--- src/rtl/dcache_ctrl.sv ---
// Direct-mapped, write-back, write-allocate data-cache controller between the MEM stage
// and a line-wide off-chip memory with a request/acknowledge handshake.
module dcache_ctrl #(
    parameter int unsigned LINES     = 16,
    parameter int unsigned LINE_BITS = 128
) (
    input  logic                 clk_i,
    input  logic                 rst_i,
    input  logic                 cpu_req_i,
    input  logic                 cpu_we_i,
    input  logic [31:0]          cpu_addr_i,
    input  logic [31:0]          cpu_data_i,
    output logic [31:0]          cpu_data_o,
    output logic                 cpu_stall_o,
    output logic                 mem_req_o,
    output logic                 mem_we_o,
    output logic [31:0]          mem_addr_o,
    output logic [LINE_BITS-1:0] mem_data_o,
    input  logic [LINE_BITS-1:0] mem_data_i,
    input  logic                 mem_ack_i
);

    localparam int unsigned IdxW = $clog2(LINES);
    localparam int unsigned TagW = 28 - IdxW;

    typedef enum logic [1:0] {StIdle, StWriteback, StAllocate} state_e;

    state_e                 state_q;
    logic [LINES-1:0]       valid_q;
    logic [LINES-1:0]       dirty_q;
    logic [TagW-1:0]        tag_q  [LINES];
    logic [LINE_BITS-1:0]   data_q [LINES];

    logic [IdxW-1:0] idx;
    logic [TagW-1:0] tag;
    logic [1:0]      off;
    logic            hit;
    logic            store_hit;
    logic            fill_done;
    logic            unused_addr_bits;

    assign idx              = cpu_addr_i[4 +: IdxW];
    assign tag              = cpu_addr_i[31 -: TagW];
    assign off              = cpu_addr_i[3:2];
    assign unused_addr_bits = ^cpu_addr_i[1:0];

    assign hit         = cpu_req_i & valid_q[idx] & (tag_q[idx] == tag);
    assign cpu_stall_o = cpu_req_i & ((state_q != StIdle) | ~hit);
    assign cpu_data_o  = data_q[idx][{off, 5'b0} +: 32];

    // The array has exactly one write source per edge: a store hit in IDLE or a fill.
    assign store_hit = (state_q == StIdle) & hit & cpu_we_i;
    assign fill_done = (state_q == StAllocate) & mem_ack_i;

    always_ff @(posedge clk_i or posedge rst_i) begin
        if (rst_i) begin
            state_q <= StIdle;
            valid_q <= '0;
            dirty_q <= '0;
        end else begin
            unique case (state_q)
                StIdle: begin
                    if (store_hit) begin
                        dirty_q[idx] <= 1'b1;
                    end else if (cpu_req_i && !hit) begin
                        state_q <= (valid_q[idx] && dirty_q[idx]) ? StWriteback : StAllocate;
                    end
                end
                StWriteback: begin
                    if (mem_ack_i) begin
                        dirty_q[idx] <= 1'b0;
                        state_q      <= StAllocate;
                    end
                end
                StAllocate: begin
                    if (mem_ack_i) begin
                        valid_q[idx] <= 1'b1;
                        dirty_q[idx] <= 1'b0;
                        state_q      <= StIdle;
                    end
                end
                default: state_q <= StIdle;
            endcase
        end
    end

    // Tag and data storage is deliberately left out of reset; valid bits guard it.
    always_ff @(posedge clk_i) begin
        if (fill_done) begin
            data_q[idx] <= mem_data_i;
            tag_q[idx]  <= tag;
        end else if (store_hit) begin
            data_q[idx][{off, 5'b0} +: 32] <= cpu_data_i;
        end
    end

    always_comb begin
        mem_req_o  = 1'b0;
        mem_we_o   = 1'b0;
        mem_addr_o = '0;
        mem_data_o = '0;
        unique case (state_q)
            StWriteback: begin
                mem_req_o  = 1'b1;
                mem_we_o   = 1'b1;
                mem_addr_o = {tag_q[idx], idx, 4'b0};
                mem_data_o = data_q[idx];
            end
            StAllocate: begin
                mem_req_o  = 1'b1;
                mem_addr_o = {tag, idx, 4'b0};
            end
            default: ;
        endcase
    end

endmodule

--- config.mk ---
export PLATFORM = sky130hd
export DESIGN_NAME = dcache_ctrl
export DESIGN_NICKNAME = d
export VERILOG_FILES = /design/src/rtl/dcache_ctrl.sv
export SDC_FILE = /design/constraint.sdc
export NUM_CORES = 2
export LEC_CHECK = 0
export CAP_MARGIN = 25
export CORE_UTILIZATION = 45
export CTS_BUF_LIST = sky130_fd_sc_hd__clkbuf_2 sky130_fd_sc_hd__clkbuf_4 sky130_fd_sc_hd__clkbuf_8
export DETAILED_ROUTE_END_ITERATION = 10
export PLACE_DENSITY_LB_ADDON = 0.12
export SYNTH_ARGS = -nofsm -noshare
export SYNTH_HDL_FRONTEND = slang
export SYNTH_SLANG_ARGS = --single-unit
--- constraint.sdc ---
create_clock -name clk_i -period 15.5 [get_ports clk_i]
set_clock_uncertainty 0.1 [all_clocks]
set_input_delay 1.55 -clock clk_i [delete_from_list [all_inputs] [get_ports clk_i]]
set_output_delay 1.55 -clock clk_i [all_outputs]
set_load 0.01 [all_outputs]
### Yosys cells after proc, flatten, opt, wreduce, memory -nomap -nowiden

Memory sizes are Yosys's and may differ from the RTL's.
Cells that the tools add are included.

| cells by class | value |
|---|---|
| add/sub/neg operators | 1 |
| order comparisons | 2 |
| eq/ne operators | 9 |
| shift-type cells | 3 |
| mux-type cells | 152 |
| bitwise gates (word level) | 140 |
| reductions and logical operators | 11 |

Operator list:

| cell | number |
|---|---|
| $mux 128 | 2 |
| $mux 1 | 137 |
| $or 1x1->1 | 129 |
| $shift 32x9->128 const A | 1 |
| $shiftx 128x8->32 | 1 |
| $shiftx 32x9->128 | 1 |
| $pmux 32 s2 | 1 |
| $mux 16 | 2 |
| $or 16x16->16 | 2 |
| $pmux 16 s2 | 1 |
| $eq 24x24->1 | 1 |
| $and 16x16->16 | 1 |
| $not 16->16 | 1 |
| $mux 2 | 5 |
| $neg 7->9 | 1 |
| $bmux 1 s4 | 2 |
| $ne 2x2->1 const B | 4 |
| $and 1x1->1 | 6 |
| $pmux 2 s3 | 1 |
| $lt 4x5->1 const B | 1 |
| $demux 1 s4 | 1 |
| $ge 4x1->1 const B | 1 |
| $ne 2x1->1 const B | 2 |
| $reduce_and 4->1 | 1 |
| other kinds (10) | 13 |

| word-level totals | value |
|---|---|
| flip-flop bits (word level) | 34 |
| bits in writable memories | 2432 |
| bits of input ports | 197 |
| output and inout bits | 195 |
| word-level logic and storage cells | 323 |
| memories kept | 2 |

Memories:

| name | words | bits a word | rd ports | clocked after memory_dff | write ports | line | text |
|---|---|---|---|---|---|---|---|
| data_q | 16 | 128 | 1 | 0 | 1 | 32 | `logic [LINE_BITS-1:0] data_q [LINES];` |
| tag_q | 16 | 24 | 1 | 0 | 1 | 31 | `logic [TagW-1:0] tag_q [LINES];` |

### Depth between registers and ports, before layout

| depth | value |
|---|---|
| depth after elaboration | 10 |
| depth in mapped cells | 17 |
| gate-level depth less buffers | 10 |

### Worst setup path after synthesis

No wires, ideal clock.

| timing | value |
|---|---|
| kind | input-to-output |
| from | input port cpu_addr_i[4] |
| to | output port cpu_data_o[0] |
| arrival time | 5.286 ns |
| data required time | 13.850 ns |
| slack | 8.564 ns |
| stages on the path | 12 |
| cell sequence | buf_4 buf_6 buf_4 buf_6 buf_4 buf_6 clkbuf_1 buf_2 buf_1 mux4_2 mux4_2 mux4_2 |

| on the way | value |
|---|---|
| longest elaborated chain between the ends | 2 |

Ends and longest elaborated chain:

| what | line | text |
|---|---|---|
| from (decl) | 11 | `input logic [31:0] cpu_addr_i,` |
| $mem_v2 16x128 | - |  |
| $shiftx 128x8->32 | 49 | `assign cpu_data_o = data_q[idx][{off, 5'b0} +: 32];` |
| to (decl) | 13 | `output logic [31:0] cpu_data_o,` |

No other way between the ends.

### Worst setup path in the final report

| timing | value |
|---|---|
| from | input port cpu_addr_i[5] |
| to | output port cpu_data_o[10] |

The elaborated chain is that of the path after synthesis.

==> reports/metrics.cfg <==
[clocking]
path_clk_slew_ns = 0.06
numCtsBuffers = 418
clock_latency_ns = 1.10
cts_resized = 0
h-tree-depth = 5
clock-sinks = 2466
cts_tree = done
cts.path.max_buffers = 4
postCtsSetupBuffers = 0
cts_root_buffer = clkbuf_8
hold_buffers = 0

[global_route]
grt_max_degree = 141
grt_pass1_wl_mm = 416
grt_usage_pct = 27.3
grt_pass1_vias = 52200
antenna_found_initial = 39
grt_remaining_overflow = 0

[synth]
synthArstFlopShare_pct = 1.38
yosys-top-cells-area = edfxtp_1 74%, mux4_2 17%, mux2i_1 2.2%
synth_seq_cells = 2466
yosysUniqueCellTypes = 67
synth_cells = 4652
synth_top_flop_cell = edfxtp_1
yosysSeqAreaShare_pct = 74.5
synth_edf_count = 2432
yosysWarnings = 0
yosys.area.top_type = edfxtp_1
syn_avg_cell_area_sq_um = 21.3
synth.top_cell.area_share_pct = 73.6
syn_area_sq_um = 99200

[power]
clkPwrFrac_pct = 37.2
power_frac_seq_pct = 51.3
internal_power_w = 0.0111
ir_drop_mv = 0.104
combPwrFrac_pct = 11.5
powerDensity_nw_per_um2 = 127
p_sw_share_pct = 24.6
netSwitchingPower_w = 0.00362
p_leak_nw = 37.1

[setup_path]
critical_path.endpoint_type = primary output
worst-path-stages = 9
slowest_stage = buf_4
critPathCapture = cpu_data_o[10]
crit-reg2reg-launch = tag_q[9][15]
startpoint = cpu_addr_i[5]
crit_arrival_ns = 7.73
max_stage_delay_ns = 0.85
r2r_cells = 11
path_class = input port to primary output
worst-path-buf-inv = 6
timing.rr.end = data_q[7][62]
worstPathMaxFanout = 140
cp-start-kind = input port
reg2reg_setup_slack_ns = 9.15
crit_chain = buf_8, buf_12, buf_4, buf_4, buf_4, mux4_2, mux4_2, mux4_2, clkdlybuf4s50_1
crit_family = buffers and inverters
worstPathRequired_ns = 13.85

[placement]
dp_cells = 7785
numPortBuffers = 385
hpwl_mm = 178
gp_congestion = 0.821

[route]
vias = 51500
via_per_inst = 5.98
dr.pass1.iters = 5
wire_per_inst_um = 35.2
ant_nets = 0
wl_mm = 303
drc_errors = 0
drt_iter0_drc = 5717

[sta]
final-setup-viol-count = 0
slew_viol_final = 0
finalCriticalPeriod_ns = 9.38
max_freq_mhz = 107
finalHoldViolations = 0
tightest_slew_ns = 1.17
rsz0062_at_grt = no
setup_tns_ns = 0
period_share_pct = 60.5
finalHoldWorstSlack_ns = 0.364
relSlewSlack_pct = 22.1

[worst_hold_path]
hp-class = flop to flop

[floorplan]
die-width_um = 472
io_pins = 392
row_count = 171
die_area_sq_um = 222000
design.core.area_sq_um = 218000
start_util_pct = 45.5
die_y_um = 472

[final_layout]
flow.area_growth_from_synthesis_pct = 17.0
fillers = 17000
fin_nets = 5645
final_layout_size_suffix_gt1_share_pct = 30.5
utilization_pct = 53.3
fin_cells = 8611

[run_status]
outcome = finished clean

[flow_run]
max_cap_violations = 0

-- power groups by stage --
stage | Clock (W) | Sequential [W] | Combinational [W]
floorplan | 0 | 0.00767 | 0.000817
global placement | 0 | 0.00768 | 0.00163
detailed placement | 0 | 0.00768 | 0.00167
CTS | 0.00556 | 0.00755 | 0.00167
global route | 0.00584 | 0.00755 | 0.00176
finish | 0.00547 | 0.00754 | 0.00169
-- Yosys cell counts, types with 8 or more instances --
master    instances
mux2_2           13
o21ai_0          15
and3_1            8
buf_1            48
nand3_1          18
ha_1              9
a22oi_1          29
buf_2            23
a31oi_1          16
o211ai_1          8
inv_1           145
or2_2            20
nor2_1          114
edfxtp_1       2432
nor3_1           11
mux4_2          750
a21boi_0          9
a22o_1            9
buf_4            23
and2_1          139
nand2b_1         10
a21oi_1          29
nand2_1         208
nor2b_1          25
xnor2_1          17
mux2i_1         221
dfrtp_1          34
clkbuf_1        175
-- routing by layer --
layer / global-route usage (%) / part of all wire [%]
met1: 36.0 / 38
met2: 45.0 / 50
met3: 5.42 / 7.9
met4: 10.2 / 3.7
met5: 0 / 0.023
-- per-stage QoR --
stage          setup slack (ns)  instance area [sq um]  power [W]
2_1_floorplan              8.56                  99200    0.00848
3_3_place_gp               6.09                 107000    0.00931
3_5_place_dp               6.09                 108000    0.00935
4_1_cts                    6.09                 115000     0.0148
5_1_grt                    6.00                 116000     0.0152
6_report                   6.12                 116000     0.0147
-- area by class of cell --
| type | instances | area, sq um | share of cell area, % |
|---|---|---|---|
| sequential | 2466 | 73900 | 63.6 |
| timing repair buffer | 636 | 6060 | 5.22 |
| antenna | 29 | 72.6 | 0.0625 |
| multi-input combinational | 1770 | 24300 | 21.0 |
| tap | 2854 | 3570 | 3.08 |
| inverter | 147 | 559 | 0.482 |
| clock inverter | 156 | 805 | 0.693 |
| clock buffer | 553 | 6830 | 5.88 |
-- state kept, by name, summed over array words and instances (netlist names), named ones only --
name	count
tag_q	384
valid_q	16
state_q	2
data_q	2048
-- how the worst min path moves through the flow --
stage                startpoint           to  slack [ns]  depth (start not counted)
finish               valid_q[2]   valid_q[2]        0.36                          1
global route         valid_q[2]   valid_q[2]        0.37                          1
CTS                  valid_q[8]   valid_q[8]        0.37                          1
detailed placement   valid_q[8]   valid_q[8]        0.35                          1
global placement    valid_q[15]  valid_q[15]        0.35                          1
floorplan           valid_q[10]  valid_q[10]        0.33                          1
-- worst reg2reg max path: stages, from the launching register on --
cell and delay, ns:
edfxtp_1 0.35, mux4_2 0.46, mux2i_1 0.69, o32ai_1 0.22
nor4b_1 0.63, a22oi_1 0.26, or4_4 0.60, nor4_4 0.26
buf_4 0.29, and3_2 0.48, buf_4 0.62, mux2i_1 1.00
-- cells by family after synthesis --
group	after synthesis	synth area share, %
AOI/OAI and AO/OA	168	1.22
xor gates and xnor gates	24	0.212
adders and majority gates	9	0.113
buffers and inverters	419	1.72
DFF	2466	74.5
muxes	984	19.4
other	1	0.00378
and+or+nand+nor	581	2.87
-- cell usage in the layout, fill, tap and decap left out, types with 9 or more instances in the layout --
| cell | n |
|---|---|
| and2_1 | 139 |
| clkbuf_4 | 125 |
| nand2_1 | 207 |
| a21oi_1 | 25 |
| buf_16 | 11 |
| clkinv_1 | 103 |
| mux4_2 | 750 |
| clkdlybuf4s50_1 | 379 |
| mux2i_1 | 221 |
| nor2_1 | 34 |
| diode_2 | 29 |
| a22oi_1 | 29 |
| nand2b_1 | 10 |
| clkinv_2 | 42 |
| clkbuf_8 | 428 |
| edfxtp_1 | 2432 |
| inv_1 | 143 |
| mux2_2 | 13 |
| a22o_1 | 9 |
| nand3_1 | 18 |
| or2_2 | 20 |
| a31oi_1 | 16 |
| xnor2_1 | 17 |
| a21boi_0 | 9 |
| nor2b_1 | 25 |
| dfrtp_1 | 34 |
| nor2_4 | 80 |
| o21ai_0 | 15 |
| nor3_1 | 10 |
| buf_4 | 232 |
Power figures use the tool's default switching activity.
